[src/rtl/ram_arbiter.sv]
// Two-port arbiter (fetch i, data d) in front of a single-port synchronous RAM with 1-cycle read latency.
// Define RAM_ARB_RR_EN to use round-robin arbitration instead of fixed d priority with a starvation override.
module ram_arbiter #(
  parameter int ADDR_W     = 30,
  parameter int DATA_W     = 32,
  parameter int STARVE_MAX = 4
) (
  input  logic              clk,
  input  logic              rst_n,
  input  logic              i_req,
  input  logic [ADDR_W-1:0] i_addr,
  output logic              i_gnt,
  output logic              i_rvalid,
  output logic [DATA_W-1:0] i_rdata,
  input  logic              d_req,
  input  logic              d_we,
  input  logic [ADDR_W-1:0] d_addr,
  input  logic [DATA_W-1:0] d_wdata,
  output logic              d_gnt,
  output logic              d_rvalid,
  output logic [DATA_W-1:0] d_rdata,
  output logic              ram_wren,
  output logic [ADDR_W-1:0] ram_address,
  output logic [DATA_W-1:0] ram_data,
  input  logic [DATA_W-1:0] ram_q
);

  localparam int               CNT_W      = 4;
  localparam logic [CNT_W-1:0] STARVE_LIM = CNT_W'(STARVE_MAX);

  logic [CNT_W-1:0] starve_r;
  logic             i_pend_r;
  logic             d_pend_r;
  logic             starve_hit_s;
  logic             i_gnt_s;
  logic             d_gnt_s;

`ifdef RAM_ARB_RR_EN
  logic             rr_d_r;  // 1: d wins the next tie, 0: i wins
`endif

  assign starve_hit_s = i_req && (starve_r == STARVE_LIM);

  // Grant selection; nothing is granted while reset is held
  always_comb begin
    i_gnt_s = 1'b0;
    d_gnt_s = 1'b0;
    if (!rst_n) begin
      i_gnt_s = 1'b0;
      d_gnt_s = 1'b0;
    end else if (i_req && d_req) begin
`ifdef RAM_ARB_RR_EN
      if (starve_hit_s || !rr_d_r) begin
        i_gnt_s = 1'b1;
      end else begin
        d_gnt_s = 1'b1;
      end
`else
      if (starve_hit_s) begin
        i_gnt_s = 1'b1;
      end else begin
        d_gnt_s = 1'b1;
      end
`endif
    end else begin
      i_gnt_s = i_req;
      d_gnt_s = d_req;
    end
  end

  // Consecutive-denial counter for the fetch port, saturating at the limit
  always_ff @(posedge clk or negedge rst_n) begin
    if (!rst_n) begin
      starve_r <= {CNT_W{1'b0}};
    end else if (i_req && !i_gnt_s) begin
      if (starve_r != STARVE_LIM) begin
        starve_r <= starve_r + 4'd1;
      end else begin
        starve_r <= starve_r;
      end
    end else begin
      starve_r <= {CNT_W{1'b0}};
    end
  end

  // Read-owner flags: the RAM answers one cycle after the grant
  always_ff @(posedge clk or negedge rst_n) begin
    if (!rst_n) begin
      i_pend_r <= 1'b0;
      d_pend_r <= 1'b0;
    end else begin
      i_pend_r <= i_gnt_s;
      d_pend_r <= d_gnt_s && !d_we;
    end
  end

`ifdef RAM_ARB_RR_EN
  // Round-robin pointer flips to the other port after every grant
  always_ff @(posedge clk or negedge rst_n) begin
    if (!rst_n) begin
      rr_d_r <= 1'b1;
    end else if (d_gnt_s) begin
      rr_d_r <= 1'b0;
    end else if (i_gnt_s) begin
      rr_d_r <= 1'b1;
    end else begin
      rr_d_r <= rr_d_r;
    end
  end
`endif

  assign i_gnt       = i_gnt_s;
  assign d_gnt       = d_gnt_s;
  assign ram_wren    = d_gnt_s && d_we;
  assign ram_address = d_gnt_s ? d_addr : i_addr;
  assign ram_data    = d_wdata;
  assign i_rvalid    = i_pend_r;
  assign d_rvalid    = d_pend_r;
  assign i_rdata     = i_pend_r ? ram_q : {DATA_W{1'b0}};
  assign d_rdata     = d_pend_r ? ram_q : {DATA_W{1'b0}};

endmodule

[config.mk]
export PLATFORM = sky130hd
export DESIGN_NAME = ram_arbiter
export DESIGN_NICKNAME = d
export VERILOG_FILES = /design/src/rtl/ram_arbiter.sv
export SDC_FILE = /design/constraint.sdc
export NUM_CORES = 1
export LEC_CHECK = 0
export ABC_CLOCK_PERIOD_IN_PS = 5150
export CORE_AREA = 2 2 100 102
export DETAILED_ROUTE_END_ITERATION = 10
export DIE_AREA = 0 0 102 104
export SLEW_MARGIN = 20
export SYNTH_ARGS = -nofsm -noshare
export SYNTH_HDL_FRONTEND = slang
export SYNTH_SLANG_ARGS = --single-unit
[constraint.sdc]
create_clock -name clk -period 5.15 [get_ports clk]
set_input_delay 0.515 -clock clk [delete_from_list [all_inputs] [get_ports clk]]
set_output_delay 0.515 -clock clk [all_outputs]
set_load 0.02 [all_outputs]
Word level (Yosys, flattened, before mapping)
Cells that the tools add are included.
- register bits after elaboration: 6
- input port bits: 129
- logic and storage cells: 25
- add/sub/neg operators: 1
- eq/ne operators: 3
- muxes and demuxes: 11
- reduce and logical (&&, ||, !) cells: 7
- operators by type and width (kind ; number):
    two-way mux 32 bit ; 2
    two-way mux 30 bit ; 1
    two-way mux 4 bit ; 2
    two-way mux 1 bit ; 6
    logical AND 1 bit ; 5
    adder 4 x 1 -> 4 bit, second input constant ; 1
    equality test 4 x 3 -> 1 bit, second input constant ; 1
    != test 4 x 3 -> 1 bit, second input constant ; 1
    zero test 1 bit ; 2
    != test 2 x 1 -> 1 bit, second input constant ; 1

Depth between registers and ports, before layout
- depth after elaboration: 8
- mapped depth: 7
- gate-level depth less buffers: 5

Least setup slack after synthesis
Ideal clock, no wire load.
- path kind: register -> output
- start: register starve_r[0]
- end: output ram_address[22]
- data arrival time: 1.599 ns
- required time: 4.635 ns
- slack: 3.036 ns
- cell stages (with the launch flop): 8
- cell sequence: dfrtp_1 inv_1 ha_1 nand3b_4 o211a_1 buf_6 buf_8 mux2_4
- cells in the longest elaborated chain, start to end: 6
- RTL lines (what ; line ; text):
    from (decl) ; 31 ; logic [CNT_W-1:0] starve_r;
    from (signal assigned) ; 74 ; starve_r <= {CNT_W{1'b0}};
    from (signal assigned) ; 77 ; starve_r <= starve_r + 4'd1;
    from (signal assigned) ; 79 ; starve_r <= starve_r;
    equality test 4 x 3 -> 1 bit ; 42 ; assign starve_hit_s = i_req && (starve_r == STARVE_LIM);
    logical AND 1 bit ; 42 ;
    two-way mux 1 bit ; 59 ; if (starve_hit_s) begin
    two-way mux 1 bit ; 51 ; end else if (i_req && d_req) begin
    two-way mux 1 bit ; 48 ; if (!rst_n) begin
    named net d_gnt ; 19 ; output logic d_gnt,
    two-way mux 30 bit ; 115 ; assign ram_address = d_gnt_s ? d_addr : i_addr;
    to (decl) ; 23 ; output logic [ADDR_W-1:0] ram_address,
The timed path passes the listed nets, and every way through them passes these cells.

Worst setup path in the final report
- start: input rst_n
- end: output ram_address[28]
- cells in the longest elaborated chain, start to end: 2
- RTL lines (what ; line ; text):
    from (decl) ; 9 ; input logic rst_n,
    two-way mux 1 bit ; 48 ;
    two-way mux 30 bit ; 115 ;
Every way passes these cells.

==> metrics.md <==
| Metric | Value |
|---|---|
| Leading cell type in the layout, fill and taps excluded | `sky130_fd_sc_hd__clkdlybuf4s50_1` |
| Total number of H-tree levels | `1` |
| Top-Level Pins | `between 200 and 300` |
| Number of library cell types mapped by synthesis | `25` |
| Setup_tns | `0 ns` |
| Post-synthesis adder-cell area fraction | `0.0168` |
| Max Buffers Root-to-Sink | `2` |
| Path depth of the worst reg2reg path | `5` |
| Via count | `approximately 1700` |
| Number of placed cells counting well taps | `~450` |
| Worst slack, placed | `between 1 and 1.5 ns` |
| TritonCTS sink count | `6` |
| Site Rows | `36` |
| Endpoint required time on the critical path | `4.64 ns` |
| Share of the synthesized netlist area taken by xor and xnor gates | `0.00588` |
| FF-to-FF End | `d_rvalid` |
| Layout cells sized above 1 | `0.111` |
| Data arrival time of the worst path | `~3.3 ns` |
| Maximum ir drop on the vdd rail | `0.0419 mV` |
| Stage delay of the slowest cell on the critical path | `~0.75 ns` |
| Post-CTS Setup Bufs | `0` |
| Most frequent cells in the layout | `sky130_fd_sc_hd__clkdlybuf4s50_1, sky130_fd_sc_hd__and2_1, sky130_fd_sc_hd__mux2_4, sky130_fd_sc_hd__dfrtp_1` |
| Number of cells on the critical path | `5` |
| Detail Route Antenna Nets | `0` |
| Main area contributors after synthesis | `sky130_fd_sc_hd__and2_1, sky130_fd_sc_hd__mux2_4, sky130_fd_sc_hd__buf_4` |
| Most heavily used metal layer in global routing | `met2` |
| Detailed Routing Iterations Pass 1 | `3` |
| Met2 track utilization from global routing | `0.165` |
| Combinational family with the most area after synthesis | `simple AND/OR/NAND/NOR gates` |
| Simple-gate share of the synthesized area | `0.322` |
| Final core utilization | `0.349` |
| Flip-flop and latch count after synthesis | `6` |
| Transition time of the tightest slew-check pin | `0.826 ns` |
| Proportion of synthesized area in mux cells | `0.301` |
| Reg clk slew, reported paths | `around 0.030 ns` |
| Unrepaired setup endpoints after global routing | `no` |
| Clock buffers created by TritonCTS | `3` |
| Number of buffers and inverters on the critical path | `3` |
| Achievable frequency | `between 200 and 300 MHz` |
| Met1 usage in global routing | `0.0976` |
| Power Dens Cells | `113 nW/um^2` |
| Area added between synthesis and finish | `123%` |
| Cell mode on critical path | `sky130_fd_sc_hd__clkdlybuf4s50_1` |
| Status | `complete, no violations` |
| Cell type contributing the most total cell area after synthesis | `sky130_fd_sc_hd__and2_1` |
| Mean area per synthesized cell | `8.98 um^2` |
| Crit path max-delay family | `buffers and inverters` |
| Total routing usage reported by global routing | `0.0928` |
| Total power draw | `~380 uW` |
| Die X | `slightly above 100 um` |
| Nets | `456` |
| Met3 global-route usage | `0.0430` |
| Quantity of hold-fixing buffers added after cts | `0` |
| Post-synthesis sequential area ratio | `0.101` |
| Final critical delay including setup and external delays | `roughly 3.8 ns` |
| Grt ovf | `0` |
| Share of the clock period used by the worst path after layout | `0.730` |
| Die area | `approximately 11000 um^2` |
| Antenna Cells | `0` |
| WS Path Type | `primary input to output port` |
| Largest net degree at the start of global routing | `34` |
| Warnings, synthesis | `0` |
| Fraction of post-synthesis cell area in the top cell type by area | `0.273` |
| Via-per-instance ratio | `3.69` |
| Cells along the critical path | `clkdlybuf4s50_1 > o211a_2 > buf_4 > mux2_4 > clkdlybuf4s50_1` |
| Startpoint of the worst-slack reg-to-reg timing path | `starve_r[0]` |
| 1st-iter DRT viols | `18` |
| Remaining routing DRC violations | `0` |
| Highest net fanout along the worst path | `23` |
| Placer Congestion | `~0.73` |
| Global-route wire length before repair | `~8200 um` |
| Vias in the first global route | `between 1500 and 2000` |
| Category of the worst setup path capture point | `output port` |
| Max-slew headroom | `0.449` |
| Master of the slowest instance on the critical path | `sky130_fd_sc_hd__o211a_2` |
| Wire length per cell after detailed routing | `~12 um` |
| HP Class | `primary input to async pin` |
| Synthesized cell area | `approximately 1500 um^2` |
| Static leakage | `roughly 1.3 nW` |
| Non-Filler Instances | `456` |
| Finish-stage setup viols | `0` |
| Initial antenna violation count | `0` |
| Slack of the critical path | `~1.4 ns` |
| Placed cell area | `approximately 3300 um^2` |
| Placed wire-length estimate after detailed placement | `around 4600 um` |
| Cell at the root of the clock tree | `sky130_fd_sc_hd__clkbuf_8` |
| Critical path launch point type | `primary input` |
| Clk Latency, worst-skew pair | `0.22 ns` |
| Flop-to-flop setup slack | `between 3 and 4 ns` |
| Pins over their slew limit | `0` |
| Number of port buffers | `195` |
| Final hold slack | `0.613 ns` |
| Number of maximum-capacitance violations | `0` |
| Post-route clock skew | `between 0.00009 and 0.0001 ns` |
| Net count after synthesis | `around 300` |
| Syn Inst Count | `roughly 170` |
| Finished layout cell area | `3330 um^2` |
| Number of hold violations in the final report | `0` |
| Post-CTS Resized | `0` |
| Vertical extent of the die | `roughly 100 um` |
| Initial core utilization | `0.156` |
| Synth Area in Compound Gates | `0.0243` |
| Area of the core | `9550 um^2` |
| Total Wirelength | `between 5000 and 6000 um` |
| Clock tree from TritonCTS | `built` |
-- worst max-delay path by stage --
| stage | end | startpoint | slack (ns) |
|---|---|---|---|
| floorplan | ram_address[22] | starve_r[0] | 3.04 |
| global placement | ram_address[28] | rst_n | 1.34 |
| detailed placement | ram_address[5] | rst_n | 1.33 |
| CTS | ram_address[5] | rst_n | 1.34 |
| global route | ram_address[28] | rst_n | 1.18 |
| finish | ram_address[28] | rst_n | 1.39 |
-- Yosys cell counts --
cell type                  count
sky130_fd_sc_hd__and2_1       65
sky130_fd_sc_hd__buf_4        32
sky130_fd_sc_hd__mux2_4       27
sky130_fd_sc_hd__clkbuf_1      6
sky130_fd_sc_hd__dfrtp_1       6
sky130_fd_sc_hd__inv_1         3
sky130_fd_sc_hd__mux2_2        3
sky130_fd_sc_hd__nand3_1       3
sky130_fd_sc_hd__a21oi_1       2
sky130_fd_sc_hd__buf_12        2
sky130_fd_sc_hd__ha_1          2
sky130_fd_sc_hd__or3_1         2
sky130_fd_sc_hd__a211oi_1      1
sky130_fd_sc_hd__a221oi_1      1
sky130_fd_sc_hd__and3_1        1
sky130_fd_sc_hd__buf_6         1
sky130_fd_sc_hd__buf_8         1
sky130_fd_sc_hd__mux2i_1       1
sky130_fd_sc_hd__nand2_1       1
sky130_fd_sc_hd__nand2b_1      1
sky130_fd_sc_hd__nand3b_4      1
sky130_fd_sc_hd__nor2_1        1
sky130_fd_sc_hd__nor2b_1       1
sky130_fd_sc_hd__o211a_1       1
sky130_fd_sc_hd__xnor2_1       1
-- layer usage --
| layer | vias up | wire (um) |
|---|---|---|
| li1 | 825 | - |
| met3 | 8 | 792 |
| met5 | - | 0 |
| met2 | 135 | 2630 |
| met1 | 713 | 1870 |
| met4 | 0 | 40 |
-- sequential cells by signal, indices dropped and copies added (netlist names) --
signal,flops
d_rvalid,1
i_rvalid,1
starve_r,4
-- where the power goes --
group | total (mW) | switching [mW] | internal (mW)
sequential | 0.0566 | 0.00670 | 0.0499
combinational | 0.253 | 0.0929 | 0.160
clock | 0.0676 | 0.0177 | 0.0500
-- cell type report --
type	instances	area [um^2]
sequential	6	150
multi-input combinational	115	1000
timing repair buffer	196	1960
fill	988	6220
inverter	3	11.3
tap	133	166
clock buffer	3	41.3
-- worst register-to-register path, stage by stage (launching register included) --
cell and delay (ns):
sky130_fd_sc_hd__dfrtp_1 0.36, sky130_fd_sc_hd__inv_1 0.08, sky130_fd_sc_hd__ha_1 0.25, sky130_fd_sc_hd__nand3b_4 0.12, sky130_fd_sc_hd__o211a_2 0.66, sky130_fd_sc_hd__nor2b_1 0.26
-- cell families after synthesis --
group / after synthesis
xor+xnor: 1
mux: 31
buf+inv: 45
simple gates: 76
fa+ha+maj: 2
compound gates: 5
flops: 6
(Power assumes the default switching activity.)
